### src/rtl/alu_disp_pkg.sv
// Shared types and seven-segment constants for the ALU result display.
package alu_disp_pkg;

  typedef enum logic [1:0] {IDLE, CONV, COMMIT} state_t;

  typedef logic [3:0] disp_code_t;

  localparam disp_code_t CODE_MINUS = 4'd10;
  localparam disp_code_t CODE_BLANK = 4'd15;

  // Active-low segments, bit order {g,f,e,d,c,b,a}
  localparam logic [6:0] SEG_BLANK = 7'h7F;
  localparam logic [6:0] SEG_MINUS = 7'b0111111;
  localparam logic [0:9][6:0] SEG_DIGIT = {
    7'h40, 7'h79, 7'h24, 7'h30, 7'h19,
    7'h12, 7'h02, 7'h78, 7'h00, 7'h10
  };

endpackage

### src/rtl/alu_result_display_seg7_decode.sv
// Combinational display-code to active-low seven-segment decoder.
module seg7_decode
  import alu_disp_pkg::*;
(
  input  logic [3:0] code,
  output logic [6:0] seg
);

  always_comb begin
    seg = SEG_BLANK;
    if (code <= 4'd9) begin
      seg = SEG_DIGIT[code];
    end else if (code == CODE_MINUS) begin
      seg = SEG_MINUS;
    end
  end

endmodule

### src/rtl/alu_result_display.sv
// ALU result to Basys3 4-digit seven-segment display: double-dabble conversion plus scan.
// Optional ALU_DISP_ZERO_BLANK_EN blanks a zero tens digit and moves the sign into it.
module alu_result_display
  import alu_disp_pkg::*;
#(
  parameter int SCAN_DIV = 25000,
  parameter int CNT_W    = 15
) (
  input  logic       clk,
  input  logic       rst,
  input  logic [5:0] res_in,
  input  logic       ovf_in,
  input  logic       cout_in,
  input  logic [2:0] mode_in,
  output logic [6:0] seg,
  output logic       dp,
  output logic [3:0] an,
  output logic       busy
);

  state_t           state_reg, state_next;
  logic [10:0]      snap_reg;
  logic             valid_reg;
  logic [2:0]       bit_cnt_reg;
  logic [6:0]       mag_reg;
  logic [3:0]       tens_reg, units_reg;
  logic             neg_reg;
  logic [3:0][3:0]  disp_reg;
  logic [1:0]       dp_flag_reg;
  logic [CNT_W-1:0] cnt_reg;
  logic [1:0]       idx_reg;
  logic [6:0]       seg_reg;
  logic             dp_reg;
  logic [3:0]       an_reg;

  logic [10:0] snap_now;
  logic        start;
  logic        neg_now;
  logic [6:0]  mag_now;
  logic [3:0]  tens_adj, units_adj;
  logic [6:0]  seg_dig [4];

  assign snap_now = {mode_in, ovf_in, cout_in, res_in};
  assign start    = (state_reg == IDLE) && (!valid_reg || (snap_now != snap_reg));
  assign neg_now  = mode_in[1] && res_in[5];
  assign mag_now  = neg_now ? 7'(~{1'b1, res_in} + 7'd1) : {1'b0, res_in};

  // Double-dabble correction applied before each shift
  assign units_adj = (units_reg >= 4'd5) ? units_reg + 4'd3 : units_reg;
  assign tens_adj  = (tens_reg  >= 4'd5) ? tens_reg  + 4'd3 : tens_reg;

  always_comb begin
    state_next = state_reg;
    case (state_reg)
      IDLE:    if (start) state_next = CONV;
      CONV:    if (bit_cnt_reg == 3'd6) state_next = COMMIT;
      COMMIT:  state_next = IDLE;
      default: state_next = IDLE;
    endcase
  end

  always_ff @(posedge clk) begin
    if (rst) begin
      state_reg <= IDLE;
    end else begin
      state_reg <= state_next;
    end
  end

  always_ff @(posedge clk) begin
    if (rst) begin
      snap_reg    <= '0;
      valid_reg   <= 1'b0;
      bit_cnt_reg <= '0;
      mag_reg     <= '0;
      tens_reg    <= '0;
      units_reg   <= '0;
      neg_reg     <= 1'b0;
      disp_reg    <= {4{CODE_BLANK}};
      dp_flag_reg <= '0;
    end else begin
      case (state_reg)
        IDLE: begin
          if (start) begin
            snap_reg    <= snap_now;
            valid_reg   <= 1'b1;
            bit_cnt_reg <= '0;
            mag_reg     <= mag_now;
            neg_reg     <= neg_now;
            tens_reg    <= '0;
            units_reg   <= '0;
          end
        end
        CONV: begin
          {tens_reg, units_reg, mag_reg} <= {tens_adj[2:0], units_adj, mag_reg, 1'b0};
          bit_cnt_reg <= bit_cnt_reg + 3'd1;
        end
        COMMIT: begin
          disp_reg[3] <= {1'b0, snap_reg[10:8]};
          disp_reg[0] <= units_reg;
          dp_flag_reg <= snap_reg[7:6];
`ifdef ALU_DISP_ZERO_BLANK_EN
          if (tens_reg == 4'd0) begin
            disp_reg[2] <= CODE_BLANK;
            disp_reg[1] <= neg_reg ? CODE_MINUS : CODE_BLANK;
          end else begin
            disp_reg[2] <= neg_reg ? CODE_MINUS : CODE_BLANK;
            disp_reg[1] <= tens_reg;
          end
`else
          disp_reg[2] <= neg_reg ? CODE_MINUS : CODE_BLANK;
          disp_reg[1] <= tens_reg;
`endif
        end
        default: ;
      endcase
    end
  end

  genvar gi;
  generate
    for (gi = 0; gi < 4; gi++) begin : g_dec
      seg7_decode u_dec (
        .code (disp_reg[gi]),
        .seg  (seg_dig[gi])
      );
    end
  endgenerate

  // Free-running scan; outputs lag the digit index by one register stage
  always_ff @(posedge clk) begin
    if (rst) begin
      cnt_reg <= '0;
      idx_reg <= '0;
      seg_reg <= SEG_BLANK;
      dp_reg  <= 1'b1;
      an_reg  <= 4'hF;
    end else begin
      if (cnt_reg == CNT_W'(SCAN_DIV - 1)) begin
        cnt_reg <= '0;
        idx_reg <= idx_reg + 2'd1;
      end else begin
        cnt_reg <= cnt_reg + 1'b1;
      end
      seg_reg <= seg_dig[idx_reg];
      an_reg  <= ~(4'b0001 << idx_reg);
      dp_reg  <= ~(((idx_reg == 2'd0) && dp_flag_reg[0]) ||
                   ((idx_reg == 2'd1) && dp_flag_reg[1]));
    end
  end

  assign seg  = seg_reg;
  assign dp   = dp_reg;
  assign an   = an_reg;
  assign busy = (state_reg != IDLE);

endmodule

### config.mk
export PLATFORM = sky130hd
export DESIGN_NAME = alu_result_display
export DESIGN_NICKNAME = d
export VERILOG_FILES = /design/src/rtl/alu_disp_pkg.sv /design/src/rtl/alu_result_display_seg7_decode.sv /design/src/rtl/alu_result_display.sv
export SDC_FILE = /design/constraint.sdc
export NUM_CORES = 1
export LEC_CHECK = 0
export CORE_ASPECT_RATIO = 1.2
export CORE_MARGIN = 8
export CORE_UTILIZATION = 59
export CTS_BUF_LIST = sky130_fd_sc_hd__clkbuf_8
export DETAILED_ROUTE_END_ITERATION = 10
export GPL_TIMING_DRIVEN = 0
export PLACE_DENSITY = 0.88
export SYNTH_ARGS = -nofsm -noshare
export SYNTH_HDL_FRONTEND = slang
export SYNTH_SLANG_ARGS = --single-unit
### constraint.sdc
create_clock -name clk -period 4.9 [get_ports clk]
set_input_delay 0.98 -clock clk [delete_from_list [all_inputs] [get_ports clk]]
set_output_delay 0.98 -clock clk [all_outputs]
set_load 0.01 [all_outputs]
==> results.py <==
metrics = {
    "global_route": {
        "grt_pass1_vias": 3291,
        "grt_max_degree": 13,
        "grt_overflow": 0,
        "antenna_found_initial": 0,
        "grt_first_pass_wirelength_um": 15000,
        "track_usage_pct": 19.0,
    },
    "hold_path": {
        "hold_path.class": "reg -> reg",
    },
    "sta": {
        "period_minus_slack_ns": 3.27,
        "worst_slew_margin_rel_pct": 51.5,
        "setup_viol": 0,
        "fin_crit_sh_pct": 66.6,
        "max_freq_ghz": 0.306,
        "finClkSkew_ns": 0.00947,
        "rsz0062_at_grt": "no",
        "hold_violations": 0,
        "drv_slew": 0,
        "worst_slew_pin_slew_ns": 0.725,
        "worst_slack_ns": 1.63,
        "finalSetupTns_ns": 0,
    },
    "setup_path": {
        "critical_path_depth": 4,
        "endpoint_kind": "output pin",
        "worstSetupEndpoint": "busy",
        "cp_top_family": "buffers and inverters",
        "critPathBufInv": 3,
        "arrival_ns": 2.29,
        "crit_start": "state_reg[0]",
        "ff2ff_setup_slack_ns": 2.96,
        "cp-start-kind": "register",
        "worst-r2r-cell-count": 7,
        "cp_cell_sequence": "clkbuf_1, nor2_1, inv_1, clkdlybuf4s50_1",
        "cpMaxStageDelayCell": "nor2_1",
        "cp.required_ns": 3.92,
        "crit_fanout": 9,
        "timing.rr.end": "cnt_reg[12]",
        "crit-reg2reg-launch": "cnt_reg[0]",
        "critPathMaxStageDelay_ns": 0.60,
        "path_class": "reg -> out",
    },
    "place": {
        "hpwlAfterDp_um": 6310,
        "dp_worst_setup_slack_ns": 1.87,
        "numPortBuffers": 25,
        "routabilityCongestion": 0.926,
    },
    "drt": {
        "firstDrtPassIters": 4,
        "vias_per_cell": 5.72,
        "wl_um": 8720,
        "vias": 3289,
        "routedWlPerCell_um": 15.2,
        "drc": 0,
        "drt_iter0_drc": 269,
        "antenna_left": 0,
    },
    "synthesis": {
        "synth_edf_count": 0,
        "netlist-cell-type-count": 53,
        "async_flop_share_pct": 0,
        "seq_area_frac_synth_pct": 39.4,
        "netlist_instances": 451,
        "netlist.area_leader.share_pct": 39.4,
        "syn_avg_cell_area_um2": 8.66,
        "synth_flop_cell": "dfxtp_1",
        "yosys.area.top_type": "dfxtp_1",
        "synthesis.area_um2": 3910,
        "synth-warning-count": 0,
        "synth.top_cells.by_count": "dfxtp_1, nand2_1, nor2_1",
        "ys_top_cells_by_area": "dfxtp_1, ha_1, nand2_1",
        "ys_ff_latch": 77,
        "syn_nets": 491,
        "synth.most_common_cell": "dfxtp_1",
    },
    "floorplanning": {
        "io_pins": 26,
        "start_util_pct": 61.0,
        "die-height_um": 105,
        "core_area_um2": 6410,
        "num_rows": 32,
        "fp.dieW_um": 90.3,
        "die_area_um2": 9490,
    },
    "run": {
        "maxCapViolations": 0,
    },
    "finish": {
        "fillers": 479,
        "fin_nets": 527,
        "area_growth_pct": 13.9,
        "post-route-util_pct": 69.5,
        "drive_gt1_share_pct": 6.12,
        "largest_reg_flops": 15,
        "num_antenna_cells": 0,
    },
    "clocking": {
        "clockBufferDepth": 2,
        "cts_htree_levels": 3,
        "cts.sinks": 77,
        "postCtsHoldBufs": 0,
        "cts-buffers-inserted": 9,
        "clock-root-buffer": "clkbuf_8",
        "cts_tree": "yes",
        "post_cts_buffers": 0,
        "cts_resized": 0,
        "cts.clk_slew.worst_paths_ns": 0.08,
        "clock_insertion_delay_worst_skew_ns": 0.36,
    },
    "pwr": {
        "pwr-share-comb_pct": 7.0,
        "clock_power_share_pct": 39.4,
        "power_switching_w": 0.000293,
        "p_int_w": 0.000919,
        "p_leak_nw": 1.81,
        "power_frac_seq_pct": 53.5,
        "p_per_area_nw_per_um2": 272,
        "p_total_w": 0.00121,
        "ir_worst_vdd_mv": 0.198,
        "switching_share_pct": 24.2,
    },
    "outcome": {
        "status": "complete, no violations",
    },
}
## per-layer routing
| metal | track usage [%] | routed length (um) |
|---|---|---|
| met4 | 11.4 | 300 |
| met1 | 21.1 | 3600 |
| met3 | 3.44 | 440 |
| met5 | 0 | 0 |
| met2 | 33.2 | 4390 |
## cells by family (layout without fill, tap and decap cells)
kind of cell | count (synthesis) | in the layout | synth area share [%]
mux | 12 | 12 | 3.11
xor+xnor | 32 | 32 | 7.94
compound gates | 96 | 96 | 17.2
simple gates | 167 | 167 | 19.4
fa+ha+maj | 27 | 27 | 8.65
flops | 77 | 77 | 39.4
buf+inv | 40 | 79 | 4.23
## power by group through the flow
stage / clock, W / combinational (W) / sequential (W)
after floorplan: 0 / 0.0000552 / 0.000662
after global placement: 0 / 0.0000826 / 0.000663
after detailed placement: 0 / 0.0000855 / 0.000663
after CTS: 0.000478 / 0.0000861 / 0.000649
after global routing: 0.000506 / 0.0000945 / 0.000651
final: 0.000478 / 0.0000853 / 0.000649
## per-stage QoR
stage / cell area [um2] / instances / hold slack [ns]
global placement: 4260 / 561 / 0.430
CTS: 4450 / 575 / 0.456
detailed placement: 4260 / 561 / 0.446
finish: 4450 / 575 / 0.454
floorplan: 3910 / 451 / 0.412
global route: 4450 / 575 / 0.467
## cells in the final DEF (no fill, tap or decap), types with 3 or more instances in the layout
| cell type | netlist | final |
|---|---|---|
| dfxtp_1 | 77 | 77 |
| nand2_1 | 66 | 66 |
| nor2_1 | 51 | 51 |
| ha_1 | 27 | 27 |
| clkdlybuf4s50_1 | 0 | 25 |
| o21ai_0 | 22 | 22 |
| a21oi_1 | 21 | 21 |
| inv_1 | 20 | 20 |
| xnor2_1 | 19 | 19 |
| clkbuf_1 | 17 | 17 |
| nand3_1 | 12 | 12 |
| mux2i_1 | 11 | 11 |
| o211ai_1 | 10 | 10 |
| clkbuf_8 | 0 | 10 |
| xor2_1 | 9 | 9 |
| nor3_1 | 8 | 8 |
| a22o_1 | 7 | 7 |
| a31oi_1 | 6 | 6 |
| nand2b_1 | 6 | 6 |
| nand4_1 | 4 | 4 |
| and3_1 | 4 | 4 |
| xnor2_2 | 4 | 4 |
| and2_1 | 3 | 3 |
| o22ai_1 | 3 | 3 |
| o221ai_1 | 3 | 3 |
| nor2b_1 | 3 | 3 |
## worst register-to-register path, cell delays in order (launching register included)
cell,delay [ns]
dfxtp_1,0.36
ha_1,0.25
nand3_1,0.13
nor4_1,0.19
nand2_1,0.20
nand2_1,0.20
clkbuf_1,0.39
nor2_1,0.10
## layout make-up
| type | instances | area, um2 | share of cell area, % |
|---|---|---|---|
| repair buffers | 25 | 250 | 5.62 |
| multi-input cells | 334 | 2200 | 49.4 |
| clock buffers | 10 | 138 | 3.09 |
| well taps | 85 | 106 | 2.39 |
| clock inverters | 4 | 50.0 | 1.12 |
| inverters | 21 | 78.8 | 1.77 |
| flip-flops and latches | 77 | 1540 | 34.6 |
| plain buffers | 19 | 86.3 | 1.94 |
## how the worst min path moves through the flow
stage / start / endpoint / slack (ns) / cells past startpoint
after floorplan: dp_flag_reg[1] / dp / 0.41 / 1
after global routing: mag_reg[4] / mag_reg[4] / 0.47 / 2
after global placement: cnt_reg[0] / cnt_reg[0] / 0.43 / 1
after detailed placement: mag_reg[4] / mag_reg[4] / 0.45 / 2
final: mag_reg[4] / mag_reg[4] / 0.45 / 2
after CTS: mag_reg[4] / mag_reg[4] / 0.46 / 2
(Power assumes the default switching activity.)
